File: src/rtl/pipeline_ctrl.sv
// pipeline_ctrl: stall/flush sequencer for the five pipeline registers.
// Merges per-stage stall requests into one stall vector, runs the
// exception flush / PC redirect sequence, drains an in-flight instruction
// fetch before redirecting, and flags stall runs that last too long.
//
//  state    | meaning
//  ---------+-----------------------------------------------------------
//  ST_RUN   | normal operation; stall vector follows the stage requests
//  ST_FLUSH | one cycle: flush every pipeline register, redirect if fetch idle
//  ST_DRAIN | hold PC/IF until the outstanding fetch returns, then redirect
module pipeline_ctrl #(
  parameter int unsigned STALL_LIMIT = 1024,
  parameter int unsigned CNT_WIDTH   = 11
) (
  input  logic        clk,
  input  logic        rst,
  input  logic        stall_req_if_i,
  input  logic        stall_req_id_i,
  input  logic        stall_req_ex_i,
  input  logic        stall_req_mem_i,
  input  logic        exc_req_i,
  input  logic [31:0] exc_target_pc_i,
  input  logic        if_busy_i,
  output logic [5:0]  stall_o,
  output logic        flush_o,
  output logic        redirect_valid_o,
  output logic [31:0] redirect_pc_o,
  output logic        discard_fetch_o,
  output logic        stall_timeout_o
);

  typedef enum logic [1:0] {
    ST_RUN   = 2'd0,
    ST_FLUSH = 2'd1,
    ST_DRAIN = 2'd2
  } state_t;

  localparam logic [CNT_WIDTH-1:0] LIMIT = CNT_WIDTH'(STALL_LIMIT);

  state_t               r_state;
  state_t               w_state_nxt;
  logic [31:0]          r_redirect_pc;
  logic [CNT_WIDTH-1:0] r_stall_cnt;
  logic                 r_timeout;

  logic [5:0]           w_req_stall;
  logic                 w_any_req;
  logic                 w_load_pc;
  logic                 w_cnt_inc;
  logic [CNT_WIDTH-1:0] w_cnt_plus1;

  // Request merge: freeze every stage up to the deepest requester, so a
  // bubble is inserted directly behind it. WB is never stalled by a request.
  always_comb begin
    w_req_stall = 6'b000000;
    if (stall_req_mem_i)     w_req_stall = 6'b011111;
    else if (stall_req_ex_i) w_req_stall = 6'b001111;
    else if (stall_req_id_i) w_req_stall = 6'b000111;
    else if (stall_req_if_i) w_req_stall = 6'b000011;
  end

  assign w_any_req = stall_req_if_i | stall_req_id_i | stall_req_ex_i | stall_req_mem_i;

  // Next-state and output decode; exceptions and requests only matter in RUN
  // because FLUSH/DRAIN operate on an already emptied pipe.
  always_comb begin
    w_state_nxt      = r_state;
    stall_o          = 6'b000000;
    flush_o          = 1'b0;
    redirect_valid_o = 1'b0;
    discard_fetch_o  = 1'b0;
    w_load_pc        = 1'b0;
    case (r_state)
      ST_RUN: begin
        if (exc_req_i) begin
          stall_o     = 6'b111111;
          w_load_pc   = 1'b1;
          w_state_nxt = ST_FLUSH;
        end else begin
          stall_o = w_req_stall;
        end
      end
      ST_FLUSH: begin
        flush_o = 1'b1;
        if (if_busy_i) begin
          w_state_nxt = ST_DRAIN;
        end else begin
          redirect_valid_o = 1'b1;
          w_state_nxt      = ST_RUN;
        end
      end
      ST_DRAIN: begin
        stall_o = 6'b000011;
        if (if_busy_i) begin
          discard_fetch_o = 1'b1;
        end else begin
          redirect_valid_o = 1'b1;
          w_state_nxt      = ST_RUN;
        end
      end
      default: begin
        w_state_nxt = ST_RUN;
      end
    endcase
  end

  // State register.
  always_ff @(posedge clk) begin
    if (rst) r_state <= ST_RUN;
    else     r_state <= w_state_nxt;
  end

  // Capture the exception target when the exception is accepted in RUN.
  always_ff @(posedge clk) begin
    if (rst)            r_redirect_pc <= 32'h0000_0000;
    else if (w_load_pc) r_redirect_pc <= exc_target_pc_i;
  end

  assign w_cnt_inc   = (r_state == ST_RUN) && !exc_req_i && w_any_req;
  assign w_cnt_plus1 = r_stall_cnt + CNT_WIDTH'(1);

  // Stall-run monitor: counts consecutive request-stalled RUN cycles and
  // latches a sticky flag once the run reaches the limit.
  always_ff @(posedge clk) begin
    if (rst) begin
      r_stall_cnt <= '0;
      r_timeout   <= 1'b0;
    end else if (w_cnt_inc) begin
      if (r_stall_cnt != LIMIT) r_stall_cnt <= w_cnt_plus1;
      if (w_cnt_plus1 == LIMIT) r_timeout   <= 1'b1;
    end else begin
      r_stall_cnt <= '0;
    end
  end

  assign redirect_pc_o   = r_redirect_pc;
  assign stall_timeout_o = r_timeout;

endmodule
File: config.mk
export PLATFORM = sky130hd
export DESIGN_NAME = pipeline_ctrl
export DESIGN_NICKNAME = d
export VERILOG_FILES = /design/src/rtl/pipeline_ctrl.sv
export SDC_FILE = /design/constraint.sdc
export NUM_CORES = 1
export LEC_CHECK = 0
export ABC_AREA = 1
export BUFFER_PORTS_ARGS = -buffer_cell sky130_fd_sc_hd__buf_2
export CAP_MARGIN = 20
export CORE_MARGIN = 2
export CORE_UTILIZATION = 33
export CTS_BUF_LIST = sky130_fd_sc_hd__clkbuf_8
export DETAILED_ROUTE_END_ITERATION = 12
export GPL_TIMING_DRIVEN = 0
export SLEW_MARGIN = 10
export SYNTH_ARGS = -nofsm -noshare
export SYNTH_HDL_FRONTEND = slang
export SYNTH_SLANG_ARGS = --single-unit
File: constraint.sdc
create_clock -name clk -period 4.75 [get_ports clk]
set_clock_uncertainty 0.2 [all_clocks]
set_input_delay 0 -clock clk [delete_from_list [all_inputs] [get_ports clk]]
set_output_delay 0 -clock clk [all_outputs]
set_load 0.05 [all_outputs]
==> reports/qor.yml <==
sta:
  drv_slew: 0
  setup_slack_ps: 2290
  rsz0062_at_grt: "no"
  fmax_mhz: 407
  period_share_pct: 51.7
  fin_crit_ps: 2460
  setup-tns-final_ps: 0
  tightest_slew_ps: 487
  setup_viol: 0
  finalHoldViolations: 0
  timing.hold.ws_ps: 52.9
  slew_headroom_pct: 67.5
floorplanning:
  initial_core_util_pct: 33.8
  die_y_um: 81.4
  dieArea_sq_um: 6620
  chipWidth_um: 81.4
  num_rows: 28
  core_area_sq_um: 5850
  io_pins: 82
logic_synthesis:
  synth_compound_gate_area_share_pct: 12.8
  syn_inst: 280
  yosysWarnings: 0
  synth-simple-area-share_pct: 30.0
  synth.area.mux_share_pct: 0
  ys_ff_latch: 46
  synth.cell_area_sq_um: 1980
  synth_top_family_by_area: "simple AND/OR/NAND/NOR gates"
  synth_fa_ha_area_share_pct: 3.17
  syn_area_per_cell_sq_um: 7.06
  ys_types: 22
  synth-seq-area-share_pct: 46.6
  syn_nets: 325
  synth_xor_area_share_pct: 0
min_path:
  hold_class: "in2reg"
  worstHoldPathCells: 7
placed_design:
  gp_congestion: 0.821
  dp.cells: 435
  io_buffers: 80
  hpwl_um: 3550
  dpl_worst_slack_ps: 2770
drt:
  drt_iter0_drc: 83
  wl_per_cell_um: 10.9
  via_count: 2161
  drc: 0
  dr.pass1.iters: 4
  ant_nets: 0
  viasPerCell: 4.48
  routed_wl_um: 5240
setup_path:
  critPathKind: "reg2reg"
  cp_top_family: "buffers and inverters"
  crit_path_start_kind: "register"
  worstPathArrival_ps: 2450
  required_ps: 4740
  critPathBufInv: 4
  path_common_cell: "nand2_1"
  crit_path_cell_trace: "inv_1, ha_1, nand2_1, clkinv_1, buf_2, nand2_1, a21oi_1, dlygate4sd3_1"
  r2r_cells: 8
  crit_cells: 8
  slowest_stage: "dlygate4sd3_1"
  cp_max_fo: 10
  cp-end-kind: "register"
  max_stage_delay_ps: 580
finish:
  finalNonFillerCells: 482
  nNetsFinal: 451
  syn2layout_area_growth_pct: 50.5
  diodes: 0
  drive_gt1_share_pct: 24.8
global_route:
  track_usage_pct: 16.3
  grt_max_degree: 16
  met3_usage_pct: 4.44
  grt.busiest_layer: "met2"
  grt_pass1_wl_um: 8420
  grt_overflow_total: 0
  grt_pass1_vias: 1926
  grt_antenna_before_repair: 0
  use_met2_pct: 26.7
  met1_usage_pct: 20.4
run_status:
  outcome: "finished, final reports clean"
clock_tree:
  cts_setup_buffers: 0
  h-tree-depth: 2
  clock_path_buffers: 2
  clk_latency_ps: 300
  cts-root-buf: "clkbuf_8"
  clkTransAtPathRegs_ps: 90
  tritoncts: "yes"
  cts_inserted_buffers: 5
  cts_num_sinks: 46
pwr:
  p_total_mw: 0.936
  power_density_nw_per_um2: 315
  total_leakage_power_nw: 1.38
  vdd_ir_drop_max_mv: 0.207
run:
  drv_cap: 0
-- worst reg2reg max path: stages, from the launching register on --
cell	delay, ps
dfxtp_1	340
inv_1	70
ha_1	270
nand2_1	230
clkinv_1	270
buf_2	260
nand2_1	80
a21oi_1	50
dlygate4sd3_1	580
-- cell type report --
| cell class | instances | area [sq um] |
|---|---|---|
| Inverter | 21 | 78.8 |
| Multi-Input combinational cell | 199 | 907 |
| Buffer | 14 | 68.8 |
| Clock inverter | 3 | 43.8 |
| Sequential cell | 46 | 921 |
| Tap cell | 75 | 93.8 |
| Timing Repair Buffer | 119 | 791 |
| Clock buffer | 5 | 68.8 |
| Fill cell | 584 | 2880 |
-- per-layer routing --
layer	wire length (um)	share of wire (%)
met3	302	5.8
met2	2510	48
met1	2360	45
met5	0	0
met4	70	1.3
-- path summary, 6_finish.rpt --
path / from / endpoint / slack [ps]
setup / recovery: r_state[0] / redirect_pc_o[4] / 2290
hold / removal: stall_req_if_i / r_stall_cnt[2] / 50
setup reg to reg: r_state[0] / redirect_pc_o[4] / 2290
hold reg to reg: stall_timeout_o / stall_timeout_o / 260
-- sequential cells by signal (all words and copies together) (netlist names) --
signal and cells:
r_stall_cnt 11, r_state 2, redirect_pc_o 32, stall_timeout_o 1
-- stage by stage --
step | util [%] | instance area, sq um
floorplan | - | 1980
global placement | 42.2 | 2470
detailed placement | 42.2 | 2470
CTS | 50.8 | 2970
global route | 50.8 | 2970
finish | 50.8 | 2970
-- synth_stat cells --
cell type	number	share of area, %
nand4_1	3	0.95
dfxtp_1	46	47
a211oi_1	1	0.38
inv_1	20	3.8
nor4b_1	1	0.44
o21bai_1	1	0.38
nor2_1	28	5.3
nand2_2	1	0.32
a21oi_2	2	0.89
buf_2	4	1.0
a31oi_1	1	0.32
a21oi_1	39	9.9
nand3_2	1	0.51
nor2_2	2	0.63
o21ai_0	2	0.51
ha_1	5	3.2
a2bb2oi_1	1	0.44
clkbuf_1	7	1.3
nand3_1	11	2.8
clkinv_1	1	0.19
nand2_1	100	19
buf_4	3	1.1
-- where the power goes --
part	internal (mW)	leakage, nW	switching [mW]
clock	0.158	0.0585	0.139
combinational	0.0728	0.947	0.151
sequential	0.405	0.376	0.00995
-- cells by family (layout without fill, tap and decap cells) --
kind of cell,count (synthesis),after routing
DFF,46,46
buffers and inverters,35,162
AOI/OAI and AO/OA,47,47
adders and majority gates,5,5
and+or+nand+nor,147,147
-- timing repair --
| item | 4_1_cts | 5_1_grt |
|---|---|---|
| hold buffers | 39 | 0 |
| hold endpoints to repair | 35 | 0 |
| resized for setup | 0 | 0 |
-- cell usage in the layout, fill, tap and decap left out, types with 2 or more instances in the layout --
cell / Yosys / layout
a21oi_1: 39 / 39
buf_2: 4 / 84
inv_1: 20 / 20
nand2_1: 100 / 100
nor2_1: 28 / 28
clkbuf_8: 0 / 5
nor2_2: 2 / 2
o21ai_0: 2 / 2
nand4_1: 3 / 3
buf_4: 3 / 3
clkbuf_1: 7 / 7
ha_1: 5 / 5
a21oi_2: 2 / 2
nand3_1: 11 / 11
dfxtp_1: 46 / 46
dlygate4sd3_1: 0 / 39
No activity file was read; power rests on OpenSTA's default activity.
